[src/rtl/mac_pkg.sv]
// mac_pkg: shared types and widths for the MAC sequencer.
package mac_pkg;
    localparam int ACC_W    = 16;
    localparam int OP_W_DEF = 8;
    typedef enum logic [1:0] {IDLE, RUN, DONE} state_t;
endpackage

[src/rtl/mac_acc_unit.sv]
// mac_acc_unit: multiplier, 16-bit accumulator and sticky overflow flag.
// MAC_SEQ_SATURATE_EN: clamp the accumulator at all-ones instead of wrapping.
module mac_acc_unit import mac_pkg::*; #(
    parameter int OP_W = OP_W_DEF
) (
    input  logic             i_clk,
    input  logic             i_rst_n,
    input  logic             i_clr,
    input  logic             i_en,
    input  logic [OP_W-1:0]  i_a,
    input  logic [OP_W-1:0]  i_b,
    output logic [ACC_W-1:0] o_acc,
    output logic             o_ovf
);
    logic [ACC_W-1:0] r_acc;
    logic             r_ovf;
    logic [ACC_W-1:0] w_prod;
    logic [ACC_W:0]   w_sum;
    logic [ACC_W-1:0] w_next;
    assign w_prod = {{OP_W{1'b0}}, i_a} * {{OP_W{1'b0}}, i_b};
    assign w_sum  = {1'b0, r_acc} + {1'b0, w_prod};
`ifdef MAC_SEQ_SATURATE_EN
    assign w_next = w_sum[ACC_W] ? '1 : w_sum[ACC_W-1:0];
`else
    assign w_next = w_sum[ACC_W-1:0];
`endif
    always_ff @(posedge i_clk or negedge i_rst_n) begin
        if (!i_rst_n) begin
            r_acc <= '0;
            r_ovf <= 1'b0;
        end else if (i_clr) begin
            r_acc <= '0;
            r_ovf <= 1'b0;
        end else if (i_en) begin
            r_acc <= w_next;
            r_ovf <= r_ovf | w_sum[ACC_W];
        end
    end
    assign o_acc = r_acc;
    assign o_ovf = r_ovf;
endmodule

[src/rtl/mac_sequencer.sv]
// mac_sequencer: length-counted multiply-accumulate job sequencer (IDLE/RUN/DONE).
// MAC_SEQ_SATURATE_EN selects a saturating accumulator in mac_acc_unit.
module mac_sequencer import mac_pkg::*; #(
    parameter int LEN_W = 8,
    parameter int OP_W  = OP_W_DEF
) (
    input  logic             seq_clk_i,
    input  logic             seq_nreset_i,
    input  logic             start_i,
    input  logic [LEN_W-1:0] len_i,
    input  logic             clear_i,
    input  logic [OP_W-1:0]  a_i,
    input  logic [OP_W-1:0]  b_i,
    input  logic             in_valid_i,
    output logic             in_ready_o,
    output logic             busy_o,
    output logic             done_o,
    input  logic             ack_i,
    output logic [ACC_W-1:0] result_o,
    output logic             ovf_o
);
    state_t           r_state;
    logic [LEN_W-1:0] r_cnt;
    logic             w_hs;
    logic             w_clr;
    assign w_hs  = in_valid_i && r_state == RUN;
    // accepting a start zeroes the datapath the same way an abort does
    assign w_clr = clear_i || (r_state == IDLE && start_i);
    always_ff @(posedge seq_clk_i or negedge seq_nreset_i) begin
        if (!seq_nreset_i) begin
            r_state <= IDLE;
            r_cnt   <= '0;
        end else if (clear_i) begin
            r_state <= IDLE;
            r_cnt   <= '0;
        end else begin
            case (r_state)
                IDLE: if (start_i) begin
                    r_cnt   <= len_i;
                    r_state <= (len_i == '0) ? DONE : RUN;
                end
                RUN: if (in_valid_i) begin
                    r_cnt   <= r_cnt - LEN_W'(1);
                    r_state <= (r_cnt == LEN_W'(1)) ? DONE : RUN;
                end
                DONE: if (ack_i) r_state <= IDLE;
                default: r_state <= IDLE;
            endcase
        end
    end
    assign in_ready_o = r_state == RUN;
    assign busy_o     = r_state != IDLE;
    assign done_o     = r_state == DONE;
    mac_acc_unit #(.OP_W(OP_W)) u_acc (
        .i_clk   (seq_clk_i),
        .i_rst_n (seq_nreset_i),
        .i_clr   (w_clr),
        .i_en    (w_hs),
        .i_a     (a_i),
        .i_b     (b_i),
        .o_acc   (result_o),
        .o_ovf   (ovf_o)
    );
endmodule

[config.mk]
export PLATFORM = sky130hd
export DESIGN_NAME = mac_sequencer
export DESIGN_NICKNAME = d
export VERILOG_FILES = /design/src/rtl/mac_pkg.sv /design/src/rtl/mac_acc_unit.sv /design/src/rtl/mac_sequencer.sv
export SDC_FILE = /design/constraint.sdc
export NUM_CORES = 1
export LEC_CHECK = 0
export CORE_ASPECT_RATIO = 0.7
export CORE_MARGIN = 2
export CORE_UTILIZATION = 50
export DETAILED_ROUTE_END_ITERATION = 7
export GPL_ROUTABILITY_DRIVEN = 0
export PLACE_DENSITY = 0.82
export SKIP_CTS_REPAIR_TIMING = 1
export SYNTH_ARGS = -nofsm -noshare
export SYNTH_HDL_FRONTEND = slang
export SYNTH_SLANG_ARGS = --single-unit
[constraint.sdc]
create_clock -name seq_clk_i -period 9 [get_ports seq_clk_i]
set_input_delay 1.8 -clock seq_clk_i [delete_from_list [all_inputs] [get_ports seq_clk_i]]
set_output_delay 1.8 -clock seq_clk_i [all_outputs]
set_load 0.03 [all_outputs]
# After elaboration in Yosys (flattened, before gate mapping)
# Cells that the tools add are included.
# op_classes
bitwise	1
add_sub_neg	2
multipliers	1
reduce_logical	10
mux	15
n_eq_ne	6
# op_table
op	count
$mux 16	2
$mux 8	3
$add 16x16->17	1
$mul 8x8->16	1
$pmux 8 s2	1
$mux 2	6
$eq 8x1->1 const B	1
$logic_not 8->1	1
$sub 8x1->8 const B	1
$ne 3x3->1 const B	2
$pmux 2 s3	1
$reduce_and 3->1	2
$reduce_bool 2->1	2
$ne 3x2->1 const B	1
$reduce_bool 3->1	1
$eq 2x1->1 const B	1
$eq 2x2->1 const B	1
$logic_and 1x1->1	2
$logic_not 2->1	1
$mux 1	2
$logic_or 1x1->1	1
$or 1x1->1	1
# word_totals
in_bits	30
elab_cells	39
register_bits	27
output_inout_bits	20

# Logic depth before layout (Yosys ltp)
# Gate-level depths: netlist of run 1.
# depth
ltp_word	5
mapped_depth	16

# Cells and area by module
# A second synthesis of run 1 with hierarchy kept.
# unflattened
cells_unflattened	464
area_unflattened_um2	4051.4
# by_module_without_submodules
mod	instances	cells_each	area_per_inst_um2	seq_area_each_um2
mac_acc_unit	1	375	3315.7	425.4
mac_sequencer	1	89	735.7	250.2

# Worst setup path before layout of run 1
# OpenSTA, ideal clock, no wires.
# synth_timing
kind	input port to flip-flop
from	input port b_i[1]
to	register u_acc.r_ovf (netlist: u_acc.o_ovf)
cell_stages	15
required_ns	8.931
path_slack_ns	3.205
setup_ns	0.069
path_buffers	1
t_arrival_ns	5.726
cell_sequence	clkbuf_1 > nand2_1 > fa_1 > inv_1 > fa_1 > inv_1 > fa_1 > fa_1 > inv_1 > ha_1 > a21o_1 > a311o_1 > a21bo_1 > or4_1 > nand3_1
# synth_between
elab_chain_len	5
# synth_rtl
element	line	rtl
start, declared	mac_sequencer.sv:13	input logic [OP_W-1:0] b_i,
$mul 8x8->16	mac_acc_unit.sv:20	assign w_prod = {{OP_W{1'b0}}, i_a} * {{OP_W{1'b0}}, i_b};
$add 16x16->17	mac_acc_unit.sv:21	assign w_sum = {1'b0, r_acc} + {1'b0, w_prod};
$or 1x1->1	mac_acc_unit.sv:36	r_ovf <= r_ovf | w_sum[ACC_W];
$mux 1	mac_acc_unit.sv:34	end else if (i_en) begin
$mux 1	mac_acc_unit.sv:31	end else if (i_clr) begin
end signal, assigned	mac_acc_unit.sv:36	
end, declared	mac_acc_unit.sv:16	logic r_ovf;
# Every way passes these cells. The select of a mux whose other input is x is not followed.
# A chain may end at the register's enable or synchronous reset.

# Worst setup path after layout of run 1
# layout_timing
from	input port a_i[0]
to	register u_acc.r_acc[11] (netlist: u_acc.o_acc[11])
# layout_between
elab_chain_len	4
# layout_rtl
element	line	rtl
start, declared	mac_sequencer.sv:12	input logic [OP_W-1:0] a_i,
$mul 8x8->16	mac_acc_unit.sv:20	
$add 16x16->17	mac_acc_unit.sv:21	
$mux 16	mac_acc_unit.sv:34	
$mux 16	mac_acc_unit.sv:31	
end signal, assigned	mac_acc_unit.sv:35	r_acc <= w_next;
end, declared	mac_acc_unit.sv:15	logic [ACC_W-1:0] r_acc;
# Every way passes these cells. The select of a mux whose other input is x is not followed.

==> results by group, run 1 <==
Synthesis
  – Synthesized cell area: just under 4000 um2
  – Post-synth EDFFs: 0
  – Cell count after synthesis: about 440
  – Post-synth top area share: 26.4%
  – Net count after synthesis: 563
  – Cell taking the most area after synthesis: fa_1
  – Async S/R FF share, synth: 100%
  – Sequential share of the synthesized area: 17.4%
  – Area contributors post-synth: fa_1 (26%), dfrtp_1 (17%), ha_1 (12%)
  – Most used DFF post-synth: dfrtp_1
  – Syn_area_per_cell: 8.72 um2
  – Synth unique cells: 52
  – #FFs+latches synth: 27
  – YS warnings: 0

Die
  – Initial core utilization: 52.2%
  – Die ar.: 8480 um2
  – # IOs: 50
  – Rows: 26
  – Die W: 109 um
  – Core Region: about 7400 um2
  – Die height: ~78 um

Placed design
  – IO buf count: ~50
  – Dpl hpwl: about 7500 um
  – Post-DP Area: 4460 um2

Worst setup path
  – Worst-path cell chain: clkdlybuf4s50_1 -> nand2_1 -> fa_1 -> fa_1 -> inv_1 -> fa_1 -> inv_1 -> fa_1 -> inv_1 -> ha_1 -> a2111oi_0 -> o31ai_1 -> a21boi_0 -> xor2_1 -> o21ai_0
  – Critical path startpoint: a_i[0]
  – Startpoint Class: input pin
  – WP data required: 9.12 ns
  – CP top delay family: adder cells
  – CP bufs+invs: 4
  – CP endpoint kind: register
  – CP max-delay cell: clkdlybuf4s50_1
  – CP most frequent cell: fa_1
  – Reg2reg start: u_acc.o_acc[4]$_DFFE_PN0P_
  – Worst-path fanout max: 8
  – Critical path class: input pin to register
  – Max incr delay on CP: 0.63 ns
  – Data arrival, critical path: between 6 and 7 ns

Detailed routing
  – Routed WL: ~8900 um
  – ANT nets after route: 0
  – DR vias/cell: ~5.4
  – First DRT Iteration DRCs: between 200 and 250
  – DRC: 0
  – First drt pass iteration count: 5
  – Via count: roughly 3200
  – Routed len/inst: 15.2 um

Clocking
  – Clock transition at path regs: 0.09 ns
  – CTS tree: yes
  – Clock Sinks: 27
  – Clock Latency Late Sink: roughly 0.27 ns
  – H-tree Lvls: 1
  – Clock Tree Buf Depth: 2
  – Total CTS buffers: 3
  – Clk root buf: clkbuf_8

Status
  – Status: finished, final reports clean

Global route
  – Vias in the first global route: 3242
  – First-pass GRT wire length: 15800 um
  – Total grt overflow: 0
  – Largest net degree at the start of global routing: 28
  – Initial antenna violation count: 0
  – Gr usage total: 23.4%

Finish
  – ANT cells: 0
  – Nets@finish: between 600 and 700
  – Share of cells above drive strength 1: 2.86%
  – Area grow syn2layout: 16.3%
  – Design area: around 4500 um2
  – Final core occ: 60.8%

STA
  – Hold slack: 0.539 ns
  – Final number of setup-violating endpoints: 0
  – F_max: between 150 and 200 MHz
  – Final-report hold violation count: 0
  – RSZ-0062 raised after global routing: no
  – Layout Skew: around 0.0036 ns
  – TNS Setup: 0 ns
  – Slew @ Worst Pin: roughly 0.92 ns
  – Clock period minus worst slack: around 6.3 ns
  – Slew HR: around 39%
  – Final Max Tran Viols: 0
  – Fin crit share: between 70% and 80%

Worst hold path
  – Hold crit path type: register to register
  – Hold path start: u_acc.o_acc[1]$_DFFE_PN0P_

Power and ir drop
  – Pwr dens: between 200 and 250 nW/um2
  – LEAKAGE: 2.29 nW
  – Max VDD drop: 0.130 mV

Run
  – Max cap viols: 0
[where the power goes]
group          switching [W]  internal, W  total [W]
clock network      0.0000387    0.0000311  0.0000698
registers          0.0000194     0.000137   0.000157
logic               0.000405     0.000304   0.000709
total               0.000463     0.000473   0.000935
[per-stage QoR]
stage / total power (W) / setup WS [ns] / instances
detailed placement: 0.000861 / 2.43 / 583
finish: 0.000935 / 2.66 / 587
CTS: 0.000938 / 2.71 / 587
floorplan: 0.000681 / 3.21 / 444
global route: 0.00104 / 2.40 / 587
global placement: 0.000836 / 2.55 / 583
[final cells by class]
| cell class | instances | area [um2] |
|---|---|---|
| clock buffers | 3 | 41.3 |
| clock inverters | 1 | 5.00 |
| fillers | 638 | 2910 |
| inverters | 104 | 390 |
| multi-input cells | 303 | 2770 |
| flip-flops and latches | 27 | 676 |
| well taps | 98 | 123 |
| repair buffers | 51 | 505 |
[cell usage in the layout, fill, tap and decap left out, types with 3 or more instances in the layout]
master | Yosys | routed
fa_1 | 51 | 51
o22ai_1 | 4 | 4
nor4_1 | 3 | 3
nand2_1 | 50 | 50
o21ai_0 | 18 | 18
a22o_1 | 5 | 5
clkbuf_8 | 0 | 3
xnor2_1 | 4 | 4
a31oi_1 | 3 | 3
xor2_1 | 6 | 6
dfrtp_1 | 27 | 27
nand3_1 | 4 | 4
and2_1 | 37 | 37
a21oi_1 | 14 | 14
a21o_1 | 7 | 7
o31ai_1 | 4 | 4
inv_1 | 104 | 104
nor3_1 | 4 | 4
clkdlybuf4s50_1 | 0 | 49
nor2_1 | 11 | 11
ha_1 | 38 | 38
[cells in the mapped netlist, types with 6 or more instances]
cell type  number
nand2_1        50
o21ai_0        18
ha_1           38
fa_1           51
xor2_1          6
and2_1         37
clkbuf_1        7
dfrtp_1        27
inv_1         104
a21o_1          7
a21oi_1        14
nor2_1         11
[routing by layer]
metal | routed length [um] | global-route usage (%) | share of wire [%]
met5 | 0 | 0 | 0
met4 | 21 | 1.39 | 0.24
met3 | 553 | 4.12 | 6.2
met2 | 4010 | 35.8 | 45
met1 | 4330 | 36.6 | 49
[path summary, 6_finish.rpt]
check | end | slack (ns) | cells after the start
hold / removal | u_acc.o_acc[1]$_DFFE_PN0P_ | 0.54 | 1
setup / recovery | u_acc.o_acc[11]$_DFFE_PN0P_ | 2.66 | 15
max in group asynchronous | u_acc.o_acc[2]$_DFFE_PN0P_ | 6.84 | 2
min in group asynchronous | u_acc.o_acc[14]$_DFFE_PN0P_ | 1.89 | 2
hold reg to reg | u_acc.o_acc[1]$_DFFE_PN0P_ | 0.54 | 1
setup reg to reg | u_acc.o_acc[11]$_DFFE_PN0P_ | 4.53 | 14
[flip-flops by register name (all words and copies together), names as in the netlist]
name and count:
u_acc.o_ovf 1, r_state 2, r_cnt 8, u_acc.o_acc 16
[cells by family after synthesis]
logic type / synth area share, %
DFF: 17.4
and+or+nand+nor: 16.2
AOI/OAI and AO/OA: 13.5
adders and majority gates: 38.6
buffers and inverters: 11.1
xor gates and xnor gates: 2.26
muxes: 0.840
Note: power is estimated with default switching activity, not from simulation.
==> run 2: changes to the inputs <==
PLACE_DENSITY = 0.85   (was 0.82)
clock period = 5.29 ns   (was 9 ns; I/O delays follow)
==> run 2 against run 1 <==
Against the previous run:
- global-route usage up 0.38 points
- critical path depth is the same
- non-clock buffer count grew 36
- flip-flop and latch count did not move
- worst setup slack got worse by 2.4 ns
- worst hold slack improved by 0.0091 ns
- critical endpoint is now u_acc.o_ovf$_DFFE_PN0P_
==> results by group, run 2 (synthesized netlist as in run 1, its figures left out) <==
Status
  – Status: finished, final reports clean

STA
  – Slew @ Worst Pin: 0.911 ns (-0.0110 ns)
  – Slew HR: 39.3% (+0.74 points)
  – RSZ-0062 raised after global routing: no
  – Fin crit share: approximately 95%
  – Clock period minus worst slack: between 5 and 6 ns
  – Layout Skew: 0.00365 ns (+0.0000764 ns)
  – Setup ws final: 0.252 ns (-2.41 ns)
  – Final Max Tran Viols: 0 (unchanged)
  – F_max: 198 MHz
  – Final-report hold violation count: 0 (unchanged)
  – Final number of setup-violating endpoints: 0 (unchanged)

Worst setup path
  – Critical path class: input pin to register
  – Startpoint Class: input pin
  – Reg2reg start: u_acc.o_acc[6]$_DFFE_PN0P_
  – Data arrival, critical path: 5.26 ns (-1.20 ns)
  – Depth of the most critical reg-to-reg path: 14 (unchanged)
  – CP endpoint: u_acc.o_ovf$_DFFE_PN0P_
  – Worst-path fanout max: 8 (unchanged)
  – CP endpoint kind: register
  – Critical path startpoint: a_i[5]
  – Reg2reg setup slack: 0.97 ns (-3.56 ns)
  – WP data required: 5.52 ns (-3.60 ns)
  – Reg-to-reg endpoint: u_acc.o_ovf$_DFFE_PN0P_

Global route
  – Initial antenna violation count: 0 (unchanged)
  – First-pass GRT wire length: 16100 um (+2.5%)
  – Gr usage total: 23.8% (+0.38 points)
  – Total grt overflow: 0 (unchanged)
  – Largest net degree at the start of global routing: 28 (unchanged)
  – Vias in the first global route: 3523 (+8.7%)

Clocking
  – CTS tree: yes
  – Total CTS buffers: 3 (unchanged)
  – Clock Sinks: 27 (unchanged)
  – H-tree Lvls: 1 (unchanged)
  – Clock Tree Buf Depth: 2 (unchanged)
  – Clock Latency Late Sink: 0.28 ns (about the same)
  – Clk root buf: clkbuf_8
  – Clock transition at path regs: 0.10 ns (about the same)

Placed design
  – Pre-CTS setup slack: -0.444 ns (-2.88 ns)
  – IO buf count: 49 (unchanged)
  – Dpl hpwl: 7800 um (+4.2%)

Finish
  – Nets@finish: 645 (+5.9%)
  – Most common cell after layout, fill and taps aside: inv_1
  – Area grow syn2layout: 25.2%
  – Share of cells above drive strength 1: 10.1% (+7.2 points)
  – Max reg flops: 16 (unchanged)
  – ANT cells: 0 (unchanged)
  – Final core occ: 65.4% (+4.6 points)
  – Most frequent cells in the layout: inv_1 (104), fa_1 (51), nand2_1 (50)

Detailed routing
  – Routed WL: 9350 um (+4.8%)
  – Via count: 3285 (+3.8%)
  – First drt pass iteration count: 4 (-1)
  – Routed len/inst: 15.0 um (-1.2%)
  – DR vias/cell: 5.27 (-2.2%)
  – DRC: 0 (unchanged)
  – First DRT Iteration DRCs: 192 (-9.0%)
  – ANT nets after route: 0 (unchanged)

Run
  – Max cap viols: 0 (unchanged)

Die
  – # IOs: 50 (unchanged)
  – Die ar.: 8480 um2 (unchanged)
  – Core Region: 7420 um2 (unchanged)
  – Die height: 77.6 um (unchanged)
  – Rows: 26 (unchanged)
  – Initial core utilization: 52.2% (unchanged)
  – Die W: 109 um (unchanged)

Power and ir drop
  – Pwr dens: 379 nW/um2 (+82%)
  – LEAKAGE: 2.61 nW (+14%)
  – Max VDD drop: 0.255 mV (+97%)

Worst hold path
  – Hold crit path type: register to register
## run 2: cell count changes in the layout (fill, tap and decap cells not counted), sizes merged
cell | previous run | this run
clkinv | 1 | 0
buf | 2 | 38
clkinvlp | 0 | 1
dlymetal6s2s | 0 | 16
clkdlybuf4s50 | 49 | 33
## run 2: worst min path at each step
stage | startpoint | end | slack [ns] | cells past startpoint
2_1_floorplan | r_cnt[3]$_DFFE_PN0P_ | r_cnt[3]$_DFFE_PN0P_ | 0.50 | 2
3_3_place_gp | u_acc.o_acc[15]$_DFFE_PN0P_ | u_acc.o_acc[15]$_DFFE_PN0P_ | 0.51 | 2
3_5_place_dp | u_acc.o_acc[1]$_DFFE_PN0P_ | u_acc.o_acc[1]$_DFFE_PN0P_ | 0.53 | 1
4_1_cts | u_acc.o_acc[1]$_DFFE_PN0P_ | u_acc.o_acc[1]$_DFFE_PN0P_ | 0.56 | 1
5_1_grt | r_cnt[7]$_DFFE_PN0P_ | r_cnt[7]$_DFFE_PN0P_ | 0.57 | 2
6_report | u_acc.o_acc[1]$_DFFE_PN0P_ | u_acc.o_acc[1]$_DFFE_PN0P_ | 0.55 | 1
## run 2: report_power, final
part	internal (W)	switching [W]	leakage (nW)	total, W
logic	0.000697	0.000747	2.23	0.00144
registers	0.000233	0.0000338	0.367	0.000267
clock network	0.0000537	0.0000719	0.0217	0.000126
## run 2: final cells by class
class / count / area, um2
Tap cell: 98 / 123
Timing Repair Buffer: 87 / 816
Clock buffer: 3 / 41.3
Inverter: 104 / 390
Clock inverter: 1 / 7.51
Fill cell: 614 / 2570
Sequential cell: 27 / 676
Multi-Input combinational cell: 303 / 2800
## run 2: routing by layer
metal	track usage [%]	vias up	wire, um	part of all wire, %
met4	3.16	0	45	0.48
met1	34.0	1604	4380	47
met3	5.21	9	543	5.8
met2	38.4	93	4380	47
li1	-	1579	-	-
met5	0	-	0	0
## run 2: stage by stage
step	power [W]	cells	area, um2	TNS (ns)	hold slack, ns
6_report	0.00184	623	4850	0	0.548
5_1_grt	0.00203	623	4850	0	0.570
4_1_cts	0.00179	623	4780	-0.746	0.555
3_5_place_dp	0.00165	619	4730	-2.81	0.530
3_3_place_gp	0.00160	619	4730	-2.49	0.512
2_1_floorplan	0.00116	444	3870	0	0.498
## run 2: critical path, cell delays in order
cell,delay [ns]
dlymetal6s2s_1,0.29
nand2_1,0.14
fa_1,0.52
inv_1,0.05
fa_1,0.49
inv_1,0.05
fa_1,0.49
fa_1,0.57
inv_1,0.05
ha_1,0.32
a21o_1,0.19
a311o_1,0.36
a21bo_1,0.20
or4_1,0.41
nand3_1,0.08
